===== config.mk =====
export PLATFORM = sky130hd
export DESIGN_NAME = inst_fetch
export DESIGN_NICKNAME = d
export VERILOG_FILES = /design/src/rtl/riscv_pkg.sv /design/src/rtl/fetch_watchdog.sv /design/src/rtl/inst_fetch.sv
export SDC_FILE = /design/constraint.sdc
export NUM_CORES = 1
export LEC_CHECK = 0
export ABC_AREA = 1
export CAP_MARGIN = 40
export CORE_MARGIN = 2
export CORE_UTILIZATION = 25
export DETAILED_ROUTE_END_ITERATION = 7
export DONT_BUFFER_PORTS = 1
export PLACE_DENSITY = 0.44
export SETUP_SLACK_MARGIN = 0.02
export SLEW_MARGIN = 20
export SYNTH_ARGS = -nofsm -noshare
export SYNTH_HDL_FRONTEND = slang
export SYNTH_SLANG_ARGS = --single-unit

===== constraint.sdc =====
create_clock -name clk_i -period 2.3 [get_ports clk_i]
set_input_delay 0.46 -clock clk_i [delete_from_list [all_inputs] [get_ports clk_i]]
set_output_delay 0.46 -clock clk_i [all_outputs]
set_load 0.02 [all_outputs]

===== src/rtl/riscv_pkg.sv =====
// Shared RISC-V core constants: opcodes, NOP, fetch FSM encoding and fault codes.
// Latency: n/a (constants and a pure helper only).
// Backpressure: n/a.
package riscv_pkg;

    localparam logic [6:0] OPC_R      = 7'b0110011;
    localparam logic [6:0] OPC_LOAD   = 7'b0000011;
    localparam logic [6:0] OPC_STORE  = 7'b0100011;
    localparam logic [6:0] OPC_BRANCH = 7'b1100011;
    localparam logic [6:0] OPC_OP_IMM = 7'b0010011;
    localparam logic [6:0] OPC_JAL    = 7'b1101111;

    localparam logic [31:0] INST_NOP = 32'h0000_0013;

    localparam logic [1:0] S_FETCH  = 2'd0;
    localparam logic [1:0] S_SQUASH = 2'd1;
    localparam logic [1:0] S_VALID  = 2'd2;
    localparam logic [1:0] S_FAULT  = 2'd3;

    localparam logic [1:0] FAULT_NONE        = 2'b00;
    localparam logic [1:0] FAULT_ACK_TIMEOUT = 2'b01;
    localparam logic [1:0] FAULT_MISALIGNED  = 2'b10;

    function automatic logic is_word_aligned(input logic [1:0] lsbs);
        return lsbs == 2'b00;
    endfunction

endpackage


===== src/rtl/fetch_watchdog.sv =====
// Counts request cycles left waiting for an ack; flags the cycle the count reaches ACK_TIMEOUT.
// Latency: expired_o is combinational in the cycle the limit is reached.
// Backpressure: none; clear has priority over counting.
module fetch_watchdog #(
    parameter int ACK_TIMEOUT = 16
) (
    input  logic clk_i,
    input  logic rst_i,
    input  logic clr_i,
    input  logic cnt_en_i,
    output logic expired_o
);

    localparam int CW = $clog2(ACK_TIMEOUT + 1);
    localparam logic [CW-1:0] CNT_MAX  = CW'(ACK_TIMEOUT);
    localparam logic [CW-1:0] CNT_LAST = CW'(ACK_TIMEOUT - 1);

    logic [CW-1:0] cnt_q, cnt_d;

    always_comb begin
        cnt_d = cnt_q;
        if (clr_i) begin
            cnt_d = '0;
        end else if (cnt_en_i && (cnt_q != CNT_MAX)) begin
            cnt_d = cnt_q + 1'b1;
        end
    end

    always_ff @(posedge clk_i) begin
        if (rst_i) begin
            cnt_q <= '0;
        end else begin
            cnt_q <= cnt_d;
        end
    end

    // Fires on the waiting cycle that would bring the count up to the limit.
    assign expired_o = cnt_en_i && (cnt_q >= CNT_LAST);

endmodule


===== src/rtl/inst_fetch.sv =====
// Instruction fetch: PC, req/ack imem port, valid/ready handoff to decode, redirects, ack watchdog.
// Latency: ack in request cycle k -> inst_valid_o on cycle k+1; one instruction per 2 cycles at best.
// Backpressure: holds inst/pc while inst_ready_i is low; holds req/addr until imem_ack_i.
module inst_fetch
    import riscv_pkg::*;
#(
    parameter int              XLEN        = 32,
    parameter logic [XLEN-1:0] RESET_PC    = '0,
    parameter int              ACK_TIMEOUT = 16
) (
    input  logic            clk_i,
    input  logic            rst_i,
    output logic            imem_req_o,
    output logic [XLEN-1:0] imem_addr_o,
    input  logic            imem_ack_i,
    input  logic [31:0]     imem_rdata_i,
    output logic            inst_valid_o,
    input  logic            inst_ready_i,
    output logic [31:0]     inst_o,
    output logic [6:0]      inst_opcode_o,
    output logic [XLEN-1:0] pc_o,
    input  logic            redirect_i,
    input  logic [XLEN-1:0] redirect_pc_i,
    output logic            fault_o,
    output logic [1:0]      fault_code_o
);

    logic [1:0]      state_q, state_d;
    logic [XLEN-1:0] pc_q, pc_d;
    logic [XLEN-1:0] req_addr_q, req_addr_d;
    logic [31:0]     inst_q, inst_d;
    logic            fault_q, fault_d;
    logic [1:0]      fault_code_q, fault_code_d;

    logic redirect_ok, redirect_bad;
    logic wdog_clr, wdog_en, wdog_expired;

    assign redirect_ok  = redirect_i &&  is_word_aligned(redirect_pc_i[1:0]);
    assign redirect_bad = redirect_i && !is_word_aligned(redirect_pc_i[1:0]);

    // Reset drops the request combinationally so an in-flight fetch is abandoned at once.
    assign imem_req_o  = !rst_i && ((state_q == S_FETCH) || (state_q == S_SQUASH));
    assign imem_addr_o = (state_q == S_SQUASH) ? req_addr_q : pc_q;

    assign wdog_en  = imem_req_o && !imem_ack_i;
    assign wdog_clr = imem_ack_i ||
                      ((state_d != state_q) && ((state_d == S_FETCH) || (state_d == S_SQUASH)));

    fetch_watchdog #(
        .ACK_TIMEOUT (ACK_TIMEOUT)
    ) u_watchdog (
        .clk_i     (clk_i),
        .rst_i     (rst_i),
        .clr_i     (wdog_clr),
        .cnt_en_i  (wdog_en),
        .expired_o (wdog_expired)
    );

    always_comb begin
        state_d      = state_q;
        pc_d         = pc_q;
        req_addr_d   = req_addr_q;
        inst_d       = inst_q;
        fault_d      = fault_q;
        fault_code_d = fault_code_q;

        case (state_q)
            S_FETCH: begin
                // Remember the address on the wire in case a redirect forces a squash.
                req_addr_d = pc_q;
                if (redirect_bad) begin
                    state_d      = S_FAULT;
                    fault_d      = 1'b1;
                    fault_code_d = FAULT_MISALIGNED;
                end else if (wdog_expired) begin
                    state_d      = S_FAULT;
                    fault_d      = 1'b1;
                    fault_code_d = FAULT_ACK_TIMEOUT;
                end else if (redirect_ok) begin
                    pc_d = redirect_pc_i;
                    if (!imem_ack_i) begin
                        state_d = S_SQUASH;
                    end
                end else if (imem_ack_i) begin
                    inst_d  = imem_rdata_i;
                    state_d = S_VALID;
                end
            end

            S_SQUASH: begin
                if (redirect_bad) begin
                    state_d      = S_FAULT;
                    fault_d      = 1'b1;
                    fault_code_d = FAULT_MISALIGNED;
                end else if (wdog_expired) begin
                    state_d      = S_FAULT;
                    fault_d      = 1'b1;
                    fault_code_d = FAULT_ACK_TIMEOUT;
                end else begin
                    if (redirect_ok) begin
                        pc_d = redirect_pc_i;
                    end
                    if (imem_ack_i) begin
                        state_d = S_FETCH;
                    end
                end
            end

            S_VALID: begin
                if (redirect_bad) begin
                    state_d      = S_FAULT;
                    fault_d      = 1'b1;
                    fault_code_d = FAULT_MISALIGNED;
                end else if (redirect_ok) begin
                    pc_d    = redirect_pc_i;
                    state_d = S_FETCH;
                end else if (inst_ready_i) begin
                    pc_d    = pc_q + XLEN'(4);
                    state_d = S_FETCH;
                end
            end

            default: begin
                state_d = S_FAULT;
            end
        endcase
    end

    always_ff @(posedge clk_i) begin
        if (rst_i) begin
            state_q      <= S_FETCH;
            pc_q         <= RESET_PC;
            req_addr_q   <= RESET_PC;
            inst_q       <= INST_NOP;
            fault_q      <= 1'b0;
            fault_code_q <= FAULT_NONE;
        end else begin
            state_q      <= state_d;
            pc_q         <= pc_d;
            req_addr_q   <= req_addr_d;
            inst_q       <= inst_d;
            fault_q      <= fault_d;
            fault_code_q <= fault_code_d;
        end
    end

    assign inst_valid_o  = (state_q == S_VALID);
    assign inst_o        = inst_q;
    assign inst_opcode_o = inst_q[6:0];
    assign pc_o          = pc_q;
    assign fault_o       = fault_q;
    assign fault_code_o  = fault_code_q;

endmodule


==> impl_metrics.tcl <==
set metrics [dict create \
    postCtsSetupRepairBufs 0 \
    path_common_cell "buf_4" \
    finalSetupViolCount 0 \
    pwr-share-comb 0.236 \
    fmax_mhz 470 \
    vias_per_cell 4.56 \
    fin_setup_tns_ns 0 \
    worstPathArrival_ns 1.67 \
    period_share 0.925 \
    crit_path_end_kind "output port" \
    syn-num-nets 925 \
    min_path_type "primary input to register" \
    syn_to_final_growth_pct 16.3 \
    syn_area_um2 5440 \
    critPathKind "register to output port" \
    crit_family "buffers and inverters" \
    syn_inst 852 \
    rrSetupSlack_ns 0.25 \
    fin_ws_ns 0.172 \
    fillers 2375 \
    required_ns 1.84 \
    drive_gt1_frac 0.0997 \
    p_leak_nw 2.48 \
    path_clk_slew_ns 0.07 \
    maxSlewViolCount 0 \
    grt_max_degree 57 \
    port_buffers 0 \
    status "complete, no violations" \
    cts.root.buffer_cell "clkbuf_16" \
    coreArea_um2 21200 \
    power.switching_w 0.00192 \
    antenna_found_initial 1 \
    path_cells "buf_4 > nor2_4 > buf_12 > nand2_1 > o21ai_0 > buf_4" \
    insertion_delay_ns 0.36 \
    fin_crit_ns 2.13 \
    clockBufferDepth 2 \
    firstDrtPassIters 4 \
    pwr-share-seq 0.431 \
    p_per_area_nw_per_um2 865 \
    multi_input_area_um2 2840 \
    vias 5240 \
    wl_per_cell_um 16.2 \
    clockPowerShare 0.333 \
    critPathLaunchType "register" \
    cts_inserted_buffers 9 \
    regArea_um2 2120 \
    dpl.hpwl_mm 14.1 \
    num_rows 53 \
    die_height_um 151 \
    dp_slack_ns 0.269 \
    peakVddDrop_v 0.000433 \
    fin_nets 941 \
    max-cap-violations 0 \
    ant_nets 0 \
    max_slew_margin 0.657 \
    hold_violations 0 \
    cts_tree "done" \
    ys_ff_latch 106 \
    die_x_um 151 \
    ys_seq_area_frac 0.390 \
    tightest_slew_ns 0.515 \
    grt_pass1_wl_mm 28.5 \
    critPathBufInv 3 \
    clock_sinks 106 \
    place_congestion 0.822 \
    yosysWarnings 0 \
    synth.avg_cell_area_um2 6.38 \
    cp_slowest_stage_delay_ns 0.32 \
    sw_frac_of_total 0.350 \
    grt_overflow 0 \
    p_int_w 0.00356 \
    synth.distinct_cells 34 \
    wl_mm 18.6 \
    start_util 0.257 \
    boundaryPins 177 \
    drc_errors 0 \
    htreeDepth 3 \
    grt_pass1_vias 5086 \
    die_area_um2 22900 \
    track_usage 0.164 \
    clock_skew_ns 0.00827 \
    worstPathMaxFanout 30 \
    rsz0062_at_grt "no" \
    cp_slowest_cell "dfxtp_1" \
    drt-initial-drc-count 213 \
]
-- cell usage in the layout (no fill, tap or decap), drive strengths merged --
cell type	count
a21o	1
a21oi	55
a22oi	1
a31oi	7
buf	56
bufinv	3
clkbuf	10
clkinvlp	2
dfxtp	106
diode	1
ha	4
inv	56
nand2	211
nand3	43
nand3b	1
nand4	4
nor2	186
nor3	5
o211ai	2
o21ai	115
or2	1
xnor2	1
xor2	3
-- what timing repair did --
action | 4_1_cts | 5_1_grt
endpoints found under the hold margin | 0 | 0
endpoints found under the setup margin | 0 | 13
hold buffers | 0 | 0
resized for setup | 0 | 3
-- power groups by stage --
| stage | clock (W) | sequential, W | combinational (W) |
|---|---|---|---|
| floorplan | 0 | 0.00238 | 0.000882 |
| detailed placement | 0 | 0.00240 | 0.00131 |
| CTS | 0.00187 | 0.00236 | 0.00131 |
| finish | 0.00182 | 0.00236 | 0.00129 |
| global placement | 0 | 0.00240 | 0.00130 |
| global route | 0.00195 | 0.00240 | 0.00146 |
-- worst paths after layout --
| path | from | endpoint | cells past startpoint |
|---|---|---|---|
| max | state_q[1] | imem_addr_o[14] | 6 |
| min | rst_i | fault_code_o[1] | 1 |
| max reg2reg | u_watchdog.cnt_q[0] | pc_o[20] | 13 |
| min reg2reg | req_addr_q[4] | req_addr_q[4] | 2 |
-- flip-flops by register name (all words and copies together), names as in the netlist --
name,cells
pc_o,32
u_watchdog.cnt_q,5
fault_code_o,2
fault_o,1
inst_o,32
req_addr_q,32
state_q,2
-- synthesized netlist by cell type --
cell type,count,share of area
o211ai_1,2,0.0028
nor2_1,183,0.13
or2_2,1,0.0012
o21ai_1,5,0.0046
o21ai_0,109,0.10
a21oi_1,55,0.051
buf_1,1,0.00069
nand3_2,1,0.0018
nor3_4,1,0.0030
nand4_1,4,0.0046
buf_4,12,0.017
ha_1,4,0.0092
nand2_4,1,0.0021
nand2_1,209,0.14
nor3_2,1,0.0018
nor2_2,1,0.0012
nand2_2,1,0.0012
clkbuf_1,20,0.014
nand3_1,42,0.039
nor2_4,2,0.0041
dfxtp_1,106,0.39
inv_1,53,0.037
nand3b_2,1,0.0021
a22oi_1,1,0.0014
nor3_1,3,0.0028
buf_6,2,0.0041
inv_2,1,0.00069
xor2_1,3,0.0048
inv_4,1,0.0012
buf_2,16,0.015
a31oi_1,7,0.0081
xnor2_1,1,0.0016
a21o_1,1,0.0014
o21ai_2,1,0.0016
-- cells by family (layout without fill, tap and decap cells) --
kind of cell               Yosys count  in the layout  synth area share
AOI/OAI and AO/OA                  181            181             0.171
xor gates and xnor gates             4              4           0.00644
and+or+nand+nor                    451            451             0.335
other                                0              1                 0
adders and majority gates            4              4           0.00920
DFF                                106            106             0.390
buffers and inverters              106            127            0.0884
-- worst reg2reg max path, delay by kind of cell (launching register included) --
kind	cells	cell delay, ns
buffers and inverters	2	0.26
adders and majority gates	2	0.37
DFF	1	0.34
and+or+nand+nor	7	0.81
AOI/OAI and AO/OA	2	0.21
-- metal layers --
metal / vias to the layer above / wire length [µm] / track usage
li1: 2761 / - / -
met2: 160 / 8480 / 0.272
met1: 2302 / 8140 / 0.199
met3: 15 / 1830 / 0.0650
met4: 2 / 180 / 0.0397
met5: - / 13 / 0
-- area by class of cell --
class                   count  area share
multi-input cells         640       0.449
well taps                 275      0.0544
inverters                  55      0.0330
flip-flops and latches    106       0.336
repair buffers             56      0.0728
diodes                      1    0.000396
clock inverters             6      0.0180
clock buffers              10      0.0362
-- per-stage QoR --
| stage | hold slack (ns) | instance area [µm²] | power (W) | util | std cells |
|---|---|---|---|---|---|
| floorplan | 0.455 | 5440 | 0.00326 | - | 852 |
| global placement | 0.463 | 5940 | 0.00370 | 0.281 | 1131 |
| detailed placement | 0.472 | 5970 | 0.00371 | 0.282 | 1132 |
| CTS | 0.158 | 6310 | 0.00555 | 0.298 | 1148 |
| global route | 0.154 | 6320 | 0.00581 | 0.299 | 1148 |
| finish | 0.167 | 6320 | 0.00547 | 0.299 | 1149 |
Power figures use the tool's default switching activity.
